$ cat config.mk
export PLATFORM = sky130hd
export DESIGN_NAME = alu_issue_unit
export DESIGN_NICKNAME = d
export VERILOG_FILES = /design/src/rtl/alu_pkg.sv /design/src/rtl/sync_fifo.sv /design/src/rtl/alu_issue_unit.sv
export SDC_FILE = /design/constraint.sdc
export NUM_CORES = 1
export LEC_CHECK = 0
export BUFFER_PORTS_ARGS = -buffer_cell sky130_fd_sc_hd__buf_2
export CORE_MARGIN = 3
export CORE_UTILIZATION = 55
export DETAILED_ROUTE_END_ITERATION = 16
export PLACE_DENSITY = 0.78
export SLEW_MARGIN = 20
export SYNTH_ARGS = -nofsm -noshare
export SYNTH_HDL_FRONTEND = slang
export SYNTH_SLANG_ARGS = --single-unit
$ cat constraint.sdc
create_clock -name clk -period 3.2 [get_ports clk]
set_clock_uncertainty 0.1 [all_clocks]
set_input_delay 0.48 -clock clk [delete_from_list [all_inputs] [get_ports clk]]
set_output_delay 0.48 -clock clk [all_outputs]
set_load 0.1 [all_outputs]
$ cat src/rtl/alu_pkg.sv
// Shared constants and default-width transaction types for the ALU issue path.
//   ALU_OP_W / ALU_DATA_W : opcode and data widths of the pipelined ALU
//   ALU_OP_NOP            : opcode driven into the ALU on bubble cycles
//   alu_req_t / alu_rsp_t : request and response records at default widths
package alu_pkg;

  localparam int ALU_OP_W   = 2;
  localparam int ALU_DATA_W = 8;
  localparam int ALU_TAG_W  = 4;

  localparam logic [ALU_OP_W-1:0] ALU_OP_NOP = 2'b00;

  typedef struct packed {
    logic [ALU_OP_W-1:0]   opcode;
    logic [ALU_DATA_W-1:0] a;
    logic [ALU_DATA_W-1:0] b;
    logic [ALU_TAG_W-1:0]  tag;
  } alu_req_t;

  typedef struct packed {
    logic [ALU_DATA_W-1:0] result;
    logic [ALU_TAG_W-1:0]  tag;
  } alu_rsp_t;

endpackage

$ cat src/rtl/sync_fifo.sv
// Single-clock show-ahead FIFO.
//   clk, rst      : clock, asynchronous active-high reset
//   push, wdata   : write request (ignored when full)
//   pop           : read request (ignored when empty)
//   rdata         : head entry, forced to 0 while empty
//   full, empty   : occupancy flags derived from a registered count
// DEPTH must be a power of 2 and at least 2.
module sync_fifo #(
  parameter int WIDTH = 8,
  parameter int DEPTH = 4
) (
  input  logic             clk,
  input  logic             rst,
  input  logic             push,
  input  logic             pop,
  input  logic [WIDTH-1:0] wdata,
  output logic [WIDTH-1:0] rdata,
  output logic             full,
  output logic             empty
);

  localparam int AW = $clog2(DEPTH);

  logic [WIDTH-1:0] mem_q [DEPTH];
  logic [AW-1:0]    wr_ptr_q;
  logic [AW-1:0]    rd_ptr_q;
  logic [AW:0]      count_q;
  logic             do_push;
  logic             do_pop;

  assign full    = (count_q == (AW+1)'(DEPTH));
  assign empty   = (count_q == '0);
  assign do_push = push && !full;
  assign do_pop  = pop && !empty;
  assign rdata   = empty ? '0 : mem_q[rd_ptr_q];

  // NOTE: the storage array has no reset; pointers and count define validity,
  // and rdata is masked while empty so stale contents never reach the outputs.
  always_ff @(posedge clk) begin
    if (do_push) mem_q[wr_ptr_q] <= wdata;
  end

  // NOTE: sequential state uses non-blocking assignments so every register
  // samples pre-edge values regardless of statement order.
  always_ff @(posedge clk or posedge rst) begin
    if (rst) begin
      wr_ptr_q <= '0;
      rd_ptr_q <= '0;
      count_q  <= '0;
    end else begin
      if (do_push) wr_ptr_q <= wr_ptr_q + AW'(1);
      if (do_pop)  rd_ptr_q <= rd_ptr_q + AW'(1);
      unique case ({do_push, do_pop})
        2'b10:   count_q <= count_q + (AW+1)'(1);
        2'b01:   count_q <= count_q - (AW+1)'(1);
        default: count_q <= count_q;
      endcase
    end
  end

endmodule

$ cat src/rtl/alu_issue_unit.sv
// Issue front end for a non-stallable pipelined ALU.
//   clk, rst                     : clock, asynchronous active-high reset
//   in_valid/in_ready/in_*       : tagged request handshake into the input FIFO
//   alu_opcode/alu_operand_a/_b  : registered stage-0 drive into the ALU
//   alu_result                   : ALU output, ALU_LATENCY edges after alu_* change
//   out_valid/out_ready/out_*    : result handshake from the show-ahead output FIFO
// Issue is gated by a credit pool equal to OUT_DEPTH, so every result in flight
// always has a reserved output FIFO slot.
module alu_issue_unit
  import alu_pkg::*;
#(
  parameter int DATA_W      = ALU_DATA_W,
  parameter int TAG_W       = 4,
  parameter int IN_DEPTH    = 4,
  parameter int OUT_DEPTH   = 4,
  parameter int ALU_LATENCY = 2
) (
  input  logic                clk,
  input  logic                rst,
  input  logic                in_valid,
  output logic                in_ready,
  input  logic [ALU_OP_W-1:0] in_opcode,
  input  logic [DATA_W-1:0]   in_a,
  input  logic [DATA_W-1:0]   in_b,
  input  logic [TAG_W-1:0]    in_tag,
  output logic [ALU_OP_W-1:0] alu_opcode,
  output logic [DATA_W-1:0]   alu_operand_a,
  output logic [DATA_W-1:0]   alu_operand_b,
  input  logic [DATA_W-1:0]   alu_result,
  output logic                out_valid,
  input  logic                out_ready,
  output logic [DATA_W-1:0]   out_result,
  output logic [TAG_W-1:0]    out_tag
);

  typedef struct packed {
    logic [ALU_OP_W-1:0] opcode;
    logic [DATA_W-1:0]   a;
    logic [DATA_W-1:0]   b;
    logic [TAG_W-1:0]    tag;
  } req_t;

  typedef struct packed {
    logic [DATA_W-1:0] result;
    logic [TAG_W-1:0]  tag;
  } rsp_t;

  localparam int CRED_W = $clog2(OUT_DEPTH) + 1;

  req_t in_wdata, in_head;
  logic in_push, in_full, in_empty, issue;
  rsp_t out_wdata, out_head;
  logic out_push, out_pop, out_full, out_empty;

  logic [ALU_OP_W-1:0]               alu_opcode_q;
  logic [DATA_W-1:0]                 alu_a_q, alu_b_q;
  logic                              s0_valid_q;
  logic [TAG_W-1:0]                  s0_tag_q;
  logic [ALU_LATENCY-1:0]            tag_vld_q;
  logic [ALU_LATENCY-1:0][TAG_W-1:0] tag_q;
  logic [CRED_W-1:0]                 credits_q, credits_d;

  // Input side: in_ready is built from the registered full flag, so a pop in
  // the same cycle never opens a slot for a push.
  assign in_ready = !in_full && !rst;
  assign in_push  = in_valid && in_ready;
  assign in_wdata = '{opcode: in_opcode, a: in_a, b: in_b, tag: in_tag};
  assign issue    = !in_empty && (credits_q != '0);

  sync_fifo #(.WIDTH($bits(req_t)), .DEPTH(IN_DEPTH)) u_in_fifo (
    .clk   (clk),
    .rst   (rst),
    .push  (in_push),
    .pop   (issue),
    .wdata (in_wdata),
    .rdata (in_head),
    .full  (in_full),
    .empty (in_empty)
  );

  // Result capture: the last tag stage names the owner of this cycle's
  // alu_result. The full guard is redundant under the credit scheme.
  assign out_push  = tag_vld_q[ALU_LATENCY-1] && !out_full;
  assign out_wdata = '{result: alu_result, tag: tag_q[ALU_LATENCY-1]};
  assign out_valid = !out_empty;
  assign out_pop   = out_valid && out_ready;

  sync_fifo #(.WIDTH($bits(rsp_t)), .DEPTH(OUT_DEPTH)) u_out_fifo (
    .clk   (clk),
    .rst   (rst),
    .push  (out_push),
    .pop   (out_pop),
    .wdata (out_wdata),
    .rdata (out_head),
    .full  (out_full),
    .empty (out_empty)
  );

  assign out_result    = out_head.result;
  assign out_tag       = out_head.tag;
  assign alu_opcode    = alu_opcode_q;
  assign alu_operand_a = alu_a_q;
  assign alu_operand_b = alu_b_q;

  // A credit leaves on issue and returns when its result is popped downstream.
  // NOTE: always_comb assigns a default first so no path can infer a latch.
  always_comb begin
    credits_d = credits_q;
    unique case ({issue, out_pop})
      2'b10:   credits_d = credits_q - CRED_W'(1);
      2'b01:   credits_d = credits_q + CRED_W'(1);
      default: credits_d = credits_q;
    endcase
  end

  always_ff @(posedge clk or posedge rst) begin
    if (rst) begin
      alu_opcode_q <= ALU_OP_NOP;
      alu_a_q      <= '0;
      alu_b_q      <= '0;
      s0_valid_q   <= 1'b0;
      s0_tag_q     <= '0;
      tag_vld_q    <= '0;
      tag_q        <= '0;
      credits_q    <= CRED_W'(OUT_DEPTH);
    end else begin
      if (issue) begin
        alu_opcode_q <= in_head.opcode;
        alu_a_q      <= in_head.a;
        alu_b_q      <= in_head.b;
        s0_valid_q   <= 1'b1;
        s0_tag_q     <= in_head.tag;
      end else begin
        alu_opcode_q <= ALU_OP_NOP;
        alu_a_q      <= '0;
        alu_b_q      <= '0;
        s0_valid_q   <= 1'b0;
        s0_tag_q     <= '0;
      end
      // Tag pipe mirrors the ALU's internal stages one-for-one.
      tag_vld_q[0] <= s0_valid_q;
      tag_q[0]     <= s0_tag_q;
      for (int i = 1; i < ALU_LATENCY; i++) begin
        tag_vld_q[i] <= tag_vld_q[i-1];
        tag_q[i]     <= tag_q[i-1];
      end
      credits_q <= credits_d;
    end
  end

endmodule

# After elaboration in Yosys (flattened, before gate mapping)
# Memories as Yosys holds them, arrays and structs flattened.
# Cells that the tools add are included.
# Widths: inputs -> output; s select.
[word_totals] regBits=50 ramBits=136 elab_cells=69 n_memories=2
[classes] n_addsub=10 eq_ne=8 muxes=14 reduce_logical=20
[mem_list] name="u_in_fifo.mem_q" words=4 width=22 rd=1 rd_ports_with_merged_regs=0 write_ports=1 line="sync_fifo.sv:24" rtl="logic [WIDTH-1:0] mem_q [DEPTH];"
[mem_list] name="u_out_fifo.mem_q" words=4 width=12 rd=1 rd_ports_with_merged_regs=0 write_ports=1 line="sync_fifo.sv:24"
[op_table] cell="$mux 22" n=1
[op_table] cell="$pmux 3 s2" n=3
[op_table] cell="$mux 8" n=2
[op_table] cell="$mux 12" n=1
[op_table] cell="$add 3x1->3 const B" n=3
[op_table] cell="$logic_and 1x1->1" n=9
[op_table] cell="$sub 3x1->3 const B" n=3
[op_table] cell="$add 2x1->2 const B" n=4
[op_table] cell="$eq 2x1->1 const B" n=3
[op_table] cell="$eq 2x2->1 const B" n=3
[op_table] cell="$eq 3x3->1 const B" n=2
[op_table] cell="$logic_not 3->1" n=2
[op_table] cell="$reduce_bool 2->1" n=3
[op_table] cell="$logic_not 1->1" n=5
[op_table] cell="$mux 1" n=5
[op_table] cell="$mux 4" n=1
[op_table] cell="$reduce_bool 3->1" n=1
[op_table] cell="$mux 2" n=1

# Logic depth before layout (Yosys ltp)
# Gate-level depths: netlist of run 1.
[depth] word_depth=7 mapped_depth=10

# Hierarchy
# A second synthesis of run 1 with hierarchy kept.
[unflattened] cells_unflattened=370 hier_area_um2=7272.0
[modules_own_cells] mod="sync_fifo (u_in_fifo)" n_inst=1 cells_per_inst=178 area_each_um2=3751.1
[modules_own_cells] mod="sync_fifo (u_out_fifo)" n_inst=1 cells_per_inst=115 area_each_um2=2331.0
[modules_own_cells] mod="alu_issue_unit" n_inst=1 cells_per_inst=77 area_each_um2=1189.9

# Worst setup path before layout of run 1
# No wires, ideal clock.
[synth_timing] kind="flip-flop to output port" start="register u_out_fifo.count_q[2]" end="output out_result[2]" arrival_ns=2.390 path_slack_ns=0.230 path_stages_with_launch=4 path_buffers=1 path_cell_list="dfrtp_1 or3_1 clkbuf_1 and2_1"
[synth_between] elab_chain_cells=2
[synth_lines] element="start: declaration" line="sync_fifo.sv:27" rtl="logic [AW:0] count_q;"
[synth_lines] element="start signal: assignment" line="sync_fifo.sv:54" rtl="2'b10: count_q <= count_q + (AW+1)'(1);"
[synth_lines] element="start signal: assignment" line="sync_fifo.sv:55" rtl="2'b01: count_q <= count_q - (AW+1)'(1);"
[synth_lines] element="start signal: assignment" line="sync_fifo.sv:56" rtl="default: count_q <= count_q;"
[synth_lines] element="$logic_not 3->1" line="sync_fifo.sv:32" rtl="assign empty = (count_q == '0);"
[synth_lines] element="$mux 12" line="sync_fifo.sv:35" rtl="assign rdata = empty ? '0 : mem_q[rd_ptr_q];"
[synth_lines] element="end: declaration" line="alu_issue_unit.sv:32" rtl="output logic [DATA_W-1:0] out_result,"
# Every way passes these cells.

# Worst setup path in the final report of run 1
[layout_timing] start="register u_out_fifo.rd_ptr_q[0]" end="output out_tag[0]"
[layout_between] elab_chain_cells=2
[layout_lines] element="start: declaration" line="sync_fifo.sv:26" rtl="logic [AW-1:0] rd_ptr_q;"
[layout_lines] element="start signal: assignment" line="sync_fifo.sv:52" rtl="if (do_pop) rd_ptr_q <= rd_ptr_q + AW'(1);"
[layout_lines] element="$mem_v2 4x12"
[layout_lines] element="$mux 12" line="sync_fifo.sv:35"
[layout_lines] element="end: declaration" line="alu_issue_unit.sv:33" rtl="output logic [TAG_W-1:0] out_tag"
# Every way passes these cells.

==> results of run 1 <==
how the worst max path moves through the flow:
| stage | startpoint | end | slack [ns] | cells after the start |
|---|---|---|---|---|
| finish | u_out_fifo.rd_ptr_q[0] | out_tag[0] | 0.35 | 4 |
| global route | u_out_fifo.rd_ptr_q[0] | out_tag[0] | 0.22 | 4 |
| CTS | u_out_fifo.rd_ptr_q[0] | out_tag[0] | 0.28 | 4 |
| detailed placement | u_out_fifo.rd_ptr_q[0] | out_tag[0] | 0.74 | 4 |
| global placement | u_out_fifo.rd_ptr_q[0] | out_tag[0] | 0.74 | 4 |
| floorplan | u_out_fifo.count_q[2] | out_result[2] | 0.23 | 3 |
flip-flops by register name, indices dropped and copies added, names as in the netlist, 3 cells and up:
signal and count:
alu_operand_a 8, alu_operand_b 8, credits_q 3, out_wdata 4, s0_tag_q 4, tag_q 4, u_in_fifo.count_q 3, u_in_fifo.mem_q 88
u_out_fifo.count_q 3, u_out_fifo.mem_q 48
critical path, stage by stage, from the launching register on:
cell	delay (ns)
dfrtp_1	0.64
buf_4	0.26
mux4_2	0.51
and2_1	0.17
buf_2	0.28
kinds of logic after synthesis:
logic type,Yosys count,share of synthesized area (%)
multiplexers,39,11.9
adder cells (fa/ha/maj),14,2.82
AO/OA/AOI/OAI,5,0.678
XOR/XNOR,15,1.87
AND/OR/NAND/NOR,51,4.39
flip-flops,186,76.1
buffers and inverters,27,2.28
cells in the mapped netlist:
library cell  count
dfrtp_1          49
ha_1             11
and2_1           21
xnor2_1           8
nand2b_1          1
mux4_1            4
o31ai_2           1
nand3_1           1
a21oi_2           1
mux2_2            3
buf_2             4
buf_6             5
fa_1              3
mux4_2           30
o311ai_0          1
nor2b_1          22
mux2i_1           2
buf_12            1
nor2_1            4
dfstp_2           1
edfxtp_1        136
a31oi_2           1
clkbuf_1          1
a21oi_1           1
xor2_1            7
inv_1            16
or3_1             2
final cells by class:
class                   count  share of cell area [%]
well taps                 168                    2.58
flip-flops and latches    186                    65.6
multi-input cells         124                    18.8
clock inverters             9                    1.75
inverters                  16                   0.738
repair buffers             73                    4.73
clock buffers              23                    5.87
metal layers:
layer	vias up	wire length [um]
met5	-	0
met4	0	166
met3	14	458
met2	66	5680
met1	1608	4300
li1	1438	-
stage by stage:
step | worst slack (ns) | hold WS, ns
6_report | 0.353 | 0.0480
5_1_grt | 0.216 | 0.0978
4_1_cts | 0.279 | 0.0619
3_5_place_dp | 0.744 | 0.235
3_3_place_gp | 0.740 | 0.233
2_1_floorplan | 0.230 | 0.231
==> impl_metrics.py, run 1 <==
metrics = {
    "run_status": {
        "status": "finished clean",
    },
    "drt": {
        "viasPerCell": 5.22,
        "detail-route-antenna-nets": 0,
        "drtIter0Drc": 186,
        "vias": 3126,
        "wl_um": 10600,
        "drc": 0,
        "wire_per_inst_um": 17.7,
        "dr.pass1.iters": 4,
    },
    "yosys": {
        "synth_top_area_cell": "edfxtp_1",
        "yosys_warnings": 0,
        "yosysSeqAreaShare_pct": 76.1,
        "synth_fp_nets": 385,
        "ys_ff_latch": 186,
        "syn_area_mm2": 0.00702,
        "synth_area_leaders": "edfxtp_1 58%, dfrtp_1 17%, mux4_2 9.6%",
        "yosysUniqueCellTypes": 27,
        "syn_avg_cell_area_um2": 20.8,
        "netlist.area_leader.share_pct": 58.2,
        "netlist_instances": 337,
    },
    "layout": {
        "post_route_cells_drive_above_1_share_pct": 32.3,
        "final_util_pct": 66.4,
        "nFillCells": 821,
        "syn2layout_area_growth_pct": 16.1,
        "multi_input_area_mm2": 0.00153,
        "layout.cells.non_filler": 599,
        "antennaDiodeCount": 0,
        "layout_commonest_cell": "edfxtp_1",
        "regArea_mm2": 0.00534,
        "fin_nets": 466,
        "final_cell_area_mm2": 0.00814,
        "mostFrequentLayoutCells": "136 x edfxtp_1, 65 x buf_2, 48 x dfrtp_1",
    },
    "floorplanning": {
        "initial_core_util_pct": 57.2,
        "rows": 40,
        "fp.coreArea_mm2": 0.0123,
        "die_area_mm2": 0.0141,
        "ioPinCount": 66,
        "dieWidth_um": 119,
        "die_h_um": 119,
    },
    "worst_setup_path": {
        "reg2reg_slack_ns": 0.75,
        "critical_path_arrival_ns": 2.27,
        "required_ns": 2.62,
        "cp-end-kind": "primary output",
        "critPathLaunchType": "register",
        "critical_path_class": "register to primary output",
        "reg2reg_depth": 10,
        "crit_fanout": 9,
        "r2r-start": "credits_q[0]",
        "worstReg2RegEnd": "u_in_fifo.count_q[2]",
    },
    "place": {
        "globalplace.congestion": 0.677,
        "dpl_cell_area_mm2": 0.00752,
        "dp_hpwl_um": 6440,
        "portBuffers": 65,
        "place_inst": 567,
    },
    "sta": {
        "finalHoldViolCount": 0,
        "slew_headroom_pct": 28.0,
        "tightest_slew_ns": 1.08,
        "fin_tns_setup_ns": 0,
        "fin_crit_ns": 2.85,
        "period_share_pct": 89.0,
        "setup_violations": 0,
        "max_freq_mhz": 351,
        "slew_viol_final": 0,
        "rsz0062_at_grt": "false",
    },
    "global_route": {
        "busiest_layer": "met2",
        "antenna_found_initial": 0,
        "grt_pass1_wl_um": 17700,
        "use_met2_pct": 28.7,
        "track_usage_pct": 16.7,
        "grt_remaining_overflow": 0,
        "grt_pass1_vias": 3375,
        "grt_max_degree": 30,
        "grtUsageMet1_pct": 20.2,
        "grt.met3_usage_pct": 4.94,
    },
    "clock_tree": {
        "tritoncts": "yes",
        "postCtsHoldBufs": 0,
        "clock-sinks": 186,
        "cts_buffer_depth": 2,
        "htreeDepth": 4,
        "clock_latency_ns": 0.42,
        "path_clk_slew_ns": 0.06,
        "cts.root.buffer_cell": "clkbuf_16",
        "ctsResizeCount": 0,
        "post_cts_buffers": 0,
        "cts_inserted_buffers": 17,
    },
    "hold_path": {
        "hold_class": "primary input to asynchronous set/reset pin",
    },
    "run": {
        "drv_cap": 0,
    },
}
Power of run 1 is not shown: default switching activity piles up to over one toggle a cycle in this logic, so the estimate is an artifact.
==> run 2: changes to the inputs <==
--- a/config.mk
+++ b/config.mk
@@ -13,4 +13,5 @@
 export SLEW_MARGIN = 20
 export SYNTH_ARGS = -nofsm -noshare
 export SYNTH_HDL_FRONTEND = slang
+export SYNTH_HIERARCHICAL = 1
 export SYNTH_SLANG_ARGS = --single-unit
==> run 2 against run 1 <==
Against the previous run: final cell count grew 6.7%; worst setup slack improved by 0.10 ns; area after synthesis up 3.7%; utilization is 0.36 points lower; sequential share of layout area is 2.3 points lower; count of clock-buffer cells in the layout decreased by 4; synthesized cell count is 9.8% higher.
==> impl_metrics.py, run 2 <==
metrics = {
    "layout": {
        "syn2layout_area_growth_pct": 16.0,
        "antennaDiodeCount": 0,
        "reg.largest.list": "u_in_fifo/mem_q x88, u_out_fifo/mem_q x48",
        "mostFrequentLayoutCells": "136 x edfxtp_1, 65 x buf_2, 49 x dfrtp_1",
        "largest_reg_flops": 88,
        "post_route_cells_drive_above_1_share_pct": 33.6,
        "fin_nets": 502,
        "final_cell_area_mm2": 0.00844,
        "final_util_pct": 66.0,
        "layout_commonest_cell": "edfxtp_1",
        "top_register": "u_in_fifo/mem_q",
    },
    "yosys": {
        "yosys_warnings": 6,
        "synth-async-reset-ratio_pct": 26.9,
        "syn_avg_cell_area_um2": 19.7,
        "synth_area_leaders": "edfxtp_1 56%, dfrtp_1 17%, mux4_2 9.3%",
        "yosysUniqueCellTypes": 28,
        "synth_edf_count": 136,
        "ys.flop_type": "edfxtp_1",
        "synth_most_common_cell": "edfxtp_1",
        "synth_top_area_cell": "edfxtp_1",
        "synth_common_cells": "136 x edfxtp_1, 49 x dfrtp_1, 31 x and2_1",
        "syn_area_mm2": 0.00727,
        "ys_ff_latch": 186,
        "synth_fp_nets": 418,
        "netlist_instances": 370,
        "yosysSeqAreaShare_pct": 73.4,
        "netlist.area_leader.share_pct": 56.2,
    },
    "hold_path": {
        "hold_class": "primary input to register",
        "hold_end": "u_in_fifo/mem_q[1][16]",
        "hold_start": "in_a[4]",
        "hold_depth": 1,
    },
    "clock_tree": {
        "clock_latency_ns": 0.43,
        "path_clk_slew_ns": 0.06,
        "cts_buffer_depth": 2,
        "post_cts_buffers": 0,
        "tritoncts": "yes",
        "cts_inserted_buffers": 17,
        "htreeDepth": 4,
        "postCtsHoldBufs": 1,
        "cts.root.buffer_cell": "clkbuf_16",
        "ctsResizeCount": 0,
        "clock-sinks": 186,
    },
    "floorplanning": {
        "die_h_um": 121,
        "dieWidth_um": 121,
        "fp.coreArea_mm2": 0.0128,
        "rows": 41,
        "die_area_mm2": 0.0146,
        "ioPinCount": 66,
        "initial_core_util_pct": 56.9,
    },
    "global_route": {
        "grt_pass1_vias": 3577,
        "antenna_found_initial": 0,
        "grt_max_degree": 31,
        "grt_remaining_overflow": 0,
        "track_usage_pct": 17.6,
        "grt_pass1_wl_um": 18800,
    },
    "worst_setup_path": {
        "cp_slowest_stage_delay_ns": 0.61,
        "critical_path_arrival_ns": 2.16,
        "worstPathCellList": "buf_4 > mux4_1 > and2b_1 > buf_2",
        "crit_fanout": 12,
        "reg2reg_slack_ns": 0.70,
        "critPathLaunchType": "register",
        "critPathSlowestCell": "mux4_1",
        "critical_path_class": "register to primary output",
        "r2r-start": "u_in_fifo/count_q[0]",
        "required_ns": 2.62,
        "worstReg2RegEnd": "u_in_fifo/count_q[2]",
        "reg2reg_depth": 11,
        "cp-end-kind": "primary output",
    },
    "sta": {
        "slew_headroom_pct": 56.4,
        "tightest_slew_ns": 0.655,
        "period_share_pct": 85.7,
        "fin_crit_ns": 2.74,
        "setup_violations": 0,
        "max_freq_mhz": 365,
        "rsz0062_at_grt": "false",
        "fin_tns_setup_ns": 0,
        "slew_viol_final": 0,
        "finalHoldViolCount": 0,
    },
    "drt": {
        "drtIter0Drc": 244,
        "dr.pass1.iters": 5,
        "detail-route-antenna-nets": 0,
        "viasPerCell": 5.15,
        "wire_per_inst_um": 17.8,
        "vias": 3290,
        "wl_um": 11400,
        "drc": 0,
    },
    "run": {
        "drv_cap": 0,
    },
    "place": {
        "dpl_cell_area_mm2": 0.00780,
        "dp_hpwl_um": 7000,
        "portBuffers": 65,
        "globalplace.congestion": 0.711,
    },
    "run_status": {
        "status": "finished clean",
    },
}
## run 2: cell count changes after synthesis, sizes merged, moves of 2 or more
cell	change
xor2	+3
nor2	+3
a21oi	-2
nor3b	+2
nor3	+3
and2b	+3
nand2	+2
xnor2	-3
and2	+10
or3	-2
nor2b	+15
inv	+2
## run 2: how the worst max path moves through the flow
stage	cells after the start	endpoint	from
after floorplan	5	u_in_fifo/mem_q[0][0]	u_in_fifo/count_q[2]
after global placement	11	u_in_fifo/count_q[2]	u_in_fifo/count_q[0]
after detailed placement	11	u_in_fifo/count_q[2]	u_in_fifo/count_q[0]
after CTS	4	out_tag[0]	u_out_fifo/rd_ptr_q[0]
after global routing	4	out_tag[0]	u_out_fifo/rd_ptr_q[0]
final	4	out_tag[0]	u_out_fifo/rd_ptr_q[0]
## run 2: kinds of logic after synthesis
kind of cell | count (synthesis) | share of synthesized area, %
xor+xnor | 15 | 1.81
fa+ha+maj | 14 | 2.72
buf+inv | 31 | 2.55
flops | 186 | 73.4
mux | 39 | 11.5
simple gates | 85 | 8.07
## run 2: through the flow
| step | setup slack (ns) | cells | hold slack [ns] |
|---|---|---|---|
| 6_report | 0.457 | 639 | 0.164 |
| 5_1_grt | 0.375 | 639 | 0.146 |
| 4_1_cts | 0.431 | 639 | 0.147 |
| 3_5_place_dp | 0.684 | 606 | 0.235 |
| 3_3_place_gp | 0.805 | 606 | 0.232 |
| 2_1_floorplan | 0.203 | 370 | 0.183 |
## run 2: layer usage
metal,GRT usage (%),wire length (um),up-vias
met3,6.06,640,12
met5,0,0,-
met4,6.37,167,0
li1,-,-,1533
met1,20.6,4480,1669
met2,30.0,6080,76
## run 2: layout make-up
class | instances | area [um2]
clock buffers | 19 | 475
well taps | 172 | 215
inverters | 18 | 67.6
fillers | 845 | 4340
repair buffers | 78 | 425
clock inverters | 13 | 151
multi-input cells | 153 | 1760
flip-flops and latches | 186 | 5340
## run 2: critical path, delay by kind of cell, from the launching register on
| kind | cells | cell delay [ns] |
|---|---|---|
| muxes | 1 | 0.61 |
| buffers and inverters | 2 | 0.55 |
| and+or+nand+nor | 1 | 0.17 |
| DFF | 1 | 0.40 |
Power of run 2 is left out for the same reason.
==> run 3: changes to the inputs <==
--- a/config.mk
+++ b/config.mk
@@ -5,11 +5,12 @@
 export SDC_FILE = /design/constraint.sdc
 export NUM_CORES = 1
 export LEC_CHECK = 0
+export ABC_AREA = 1
 export BUFFER_PORTS_ARGS = -buffer_cell sky130_fd_sc_hd__buf_2
 export CORE_MARGIN = 3
 export CORE_UTILIZATION = 55
 export DETAILED_ROUTE_END_ITERATION = 16
-export PLACE_DENSITY = 0.78
+export PLACE_DENSITY = 0.77
 export SLEW_MARGIN = 20
 export SYNTH_ARGS = -nofsm -noshare
 export SYNTH_HDL_FRONTEND = slang
==> run 3 against run 2 <==
Against the previous run: register-to-register slack worse by 0.03 ns; critical path depth up 2; final cell count up 62%; critical endpoint is now out_tag[1]; die area up 13%; non-clock buffer count up 2; hold slack better by 0.0025 ns; routed wire length up 21%; fmax up 2.0%; cell area up 11%; global-route usage up 0.55 points; utilization down 2.3 points; sequential share of layout area down 6.1 points; critical path type unchanged.
==> impl_metrics.py, run 3 <==
metrics = {
    "run_status": {
        "status": "finished clean",
    },
    "floorplanning": {
        "fp.coreArea_mm2": 0.0146,
        "dieWidth_um": 129,
        "die_area_mm2": 0.0166,
        "initial_core_util_pct": 56.7,
        "rows": 44,
        "ioPinCount": 66,
        "die_h_um": 129,
    },
    "layout": {
        "syn2layout_area_growth_pct": 12.5,
        "antennaDiodeCount": 0,
        "layout_commonest_cell": "inv_1",
        "fin_nets": 885,
        "regArea_mm2": 0.00534,
        "largest_reg_flops": 88,
        "reg.largest.list": "u_in_fifo/mem_q x88, u_out_fifo/mem_q x48",
        "top_register": "u_in_fifo/mem_q",
        "multi_input_area_mm2": 0.00196,
        "nFillCells": 1139,
        "post_route_cells_drive_above_1_share_pct": 23.8,
        "mostFrequentLayoutCells": "198 x inv_1, 141 x nand2_1, 136 x edfxtp_1",
    },
    "sta": {
        "period_share_pct": 84.1,
        "rsz0062_at_grt": "false",
        "setup_violations": 0,
        "slew_headroom_pct": 44.1,
        "fin_crit_ns": 2.69,
        "slew_viol_final": 0,
        "max_freq_mhz": 372,
        "fin_tns_setup_ns": 0,
        "tightest_slew_ns": 0.838,
        "finalHoldViolCount": 0,
    },
    "global_route": {
        "antenna_found_initial": 1,
        "grtUsageMet1_pct": 21.2,
        "grt_pass1_wl_um": 23100,
        "track_usage_pct": 18.1,
        "grt_pass1_vias": 4874,
        "use_met2_pct": 31.7,
        "grt.met3_usage_pct": 4.69,
        "grt_remaining_overflow": 0,
        "busiest_layer": "met2",
        "grt_max_degree": 47,
    },
    "yosys": {
        "synth-async-reset-ratio_pct": 26.9,
        "synth_area_leaders": "edfxtp_1 49%, dfrtp_1 15%, inv_1 9.0%",
        "syn_avg_cell_area_um2": 10.8,
        "ys_ff_latch": 186,
        "synth_fp_nets": 813,
        "netlist_instances": 765,
        "yosysSeqAreaShare_pct": 64.3,
        "synth_common_cells": "198 x inv_1, 141 x nand2_1, 136 x edfxtp_1",
        "synth_xor_area_share_pct": 0.528,
        "yosys_warnings": 6,
        "yosysUniqueCellTypes": 26,
        "synth_edf_count": 136,
        "netlist.area_leader.share_pct": 49.2,
        "yosys.area_share.adder_pct": 2.38,
        "synth_top_family_by_area": "simple AND/OR/NAND/NOR gates",
        "synth_top_area_cell": "edfxtp_1",
        "synth_compound_area_share_pct": 3.71,
        "ys.flop_type": "edfxtp_1",
        "synth_simple_gate_area_share_pct": 16.9,
        "synth_mux_area_share_pct": 0,
        "syn_area_mm2": 0.00830,
        "synth_most_common_cell": "inv_1",
    },
    "drt": {
        "wl_um": 13700,
        "drc": 0,
        "viasPerCell": 4.74,
        "drtIter0Drc": 312,
        "wire_per_inst_um": 13.3,
        "detail-route-antenna-nets": 0,
        "vias": 4898,
        "dr.pass1.iters": 5,
    },
    "clock_tree": {
        "clock_latency_ns": 0.42,
        "path_clk_slew_ns": 0.06,
        "cts.root.buffer_cell": "clkbuf_16",
        "cts_inserted_buffers": 17,
        "tritoncts": "yes",
        "clock-sinks": 186,
        "htreeDepth": 4,
        "cts_buffer_depth": 2,
        "ctsResizeCount": 0,
    },
    "worst_setup_path": {
        "reg2reg_depth": 13,
        "reg2reg_slack_ns": 0.67,
        "critical_path_class": "register to primary output",
        "cp-end-kind": "primary output",
        "cp_slowest_stage_delay_ns": 0.46,
        "crit_fanout": 25,
        "worstPathCellList": "buf_4 > inv_4 > nand2_1 > nand3_1 > a21oi_1 > buf_2",
        "worstReg2RegEnd": "u_out_fifo/count_q[2]",
        "crit_start": "u_out_fifo/rd_ptr_q[0]",
        "r2r-start": "u_out_fifo/count_q[2]",
        "required_ns": 2.62,
        "critPathSlowestCell": "buf_2",
        "crit_end": "out_tag[1]",
        "critPathLaunchType": "register",
        "critical_path_arrival_ns": 2.11,
    },
    "hold_path": {
        "hold_class": "primary input to register",
    },
    "place": {
        "globalplace.congestion": 0.707,
        "portBuffers": 65,
        "dp_hpwl_um": 8290,
    },
    "run": {
        "drv_cap": 0,
    },
}
## run 3: changes by cell type in the layout (fill, tap and decap cells not counted), sizes merged, moves of 34 or more
cell	change
nand3	+81
inv	+181
nand2	+168
nor2b	-37
mux4	-34
a21oi	+34
## run 3: timing repair
| item | in CTS | in global routing |
|---|---|---|
| hold buffers | 1 | 0 |
| endpoints found under the setup margin | 0 | 0 |
| endpoints found under the hold margin | 14 | 0 |
| setup buffers | 0 | 0 |
## run 3: critical path, delay by kind of cell, from the launching register on
| family | cells | cell delay [ns] |
|---|---|---|
| compound gates | 1 | 0.19 |
| flops | 1 | 0.38 |
| buf+inv | 3 | 0.95 |
| simple gates | 2 | 0.16 |
## run 3: layout make-up
cell class | count | share of cell area [%]
multi-input cells | 347 | 21.0
inverters | 205 | 8.28
clock buffers | 22 | 4.86
clock inverters | 10 | 1.53
repair buffers | 80 | 4.72
flip-flops and latches | 186 | 57.2
well taps | 184 | 2.47
## run 3: through the flow
stage	instance area, um2	hold WS [ns]	setup WS (ns)	std cells	utilization [%]
2_1_floorplan	8300	0.183	0.373	765	-
3_3_place_gp	8730	0.234	0.756	1001	59.6
3_5_place_dp	8730	0.236	0.638	1001	59.6
4_1_cts	9340	0.150	0.501	1034	63.8
5_1_grt	9340	0.156	0.389	1034	63.8
6_report	9340	0.166	0.510	1034	63.8
## run 3: kinds of logic after synthesis
| kind of cell | after synthesis |
|---|---|
| buf+inv | 232 |
| xor+xnor | 5 |
| fa+ha+maj | 14 |
| simple gates | 288 |
| flops | 186 |
| compound gates | 40 |
## run 3: per-layer routing
metal / part of all wire, % / wire (um) / up-vias
li1: - / - / 2503
met1: 40 / 5530 / 2263
met2: 53 / 7230 / 109
met3: 5.4 / 748 / 21
met4: 1.7 / 229 / 2
met5: 0.095 / 13 / -
## run 3: worst min-delay path by stage
stage	cells past startpoint	end	startpoint	slack, ns
finish	1	u_in_fifo/mem_q[1][15]	in_a[3]	0.17
global route	1	u_in_fifo/mem_q[1][16]	in_a[4]	0.16
CTS	1	u_in_fifo/mem_q[2][15]	in_a[3]	0.15
detailed placement	0	out_wdata[1]	tag_q[1]	0.24
global placement	0	tag_q[2]	s0_tag_q[2]	0.23
floorplan	1	u_in_fifo/count_q[0]	rst	0.18
Power of run 3 is left out for the same reason.
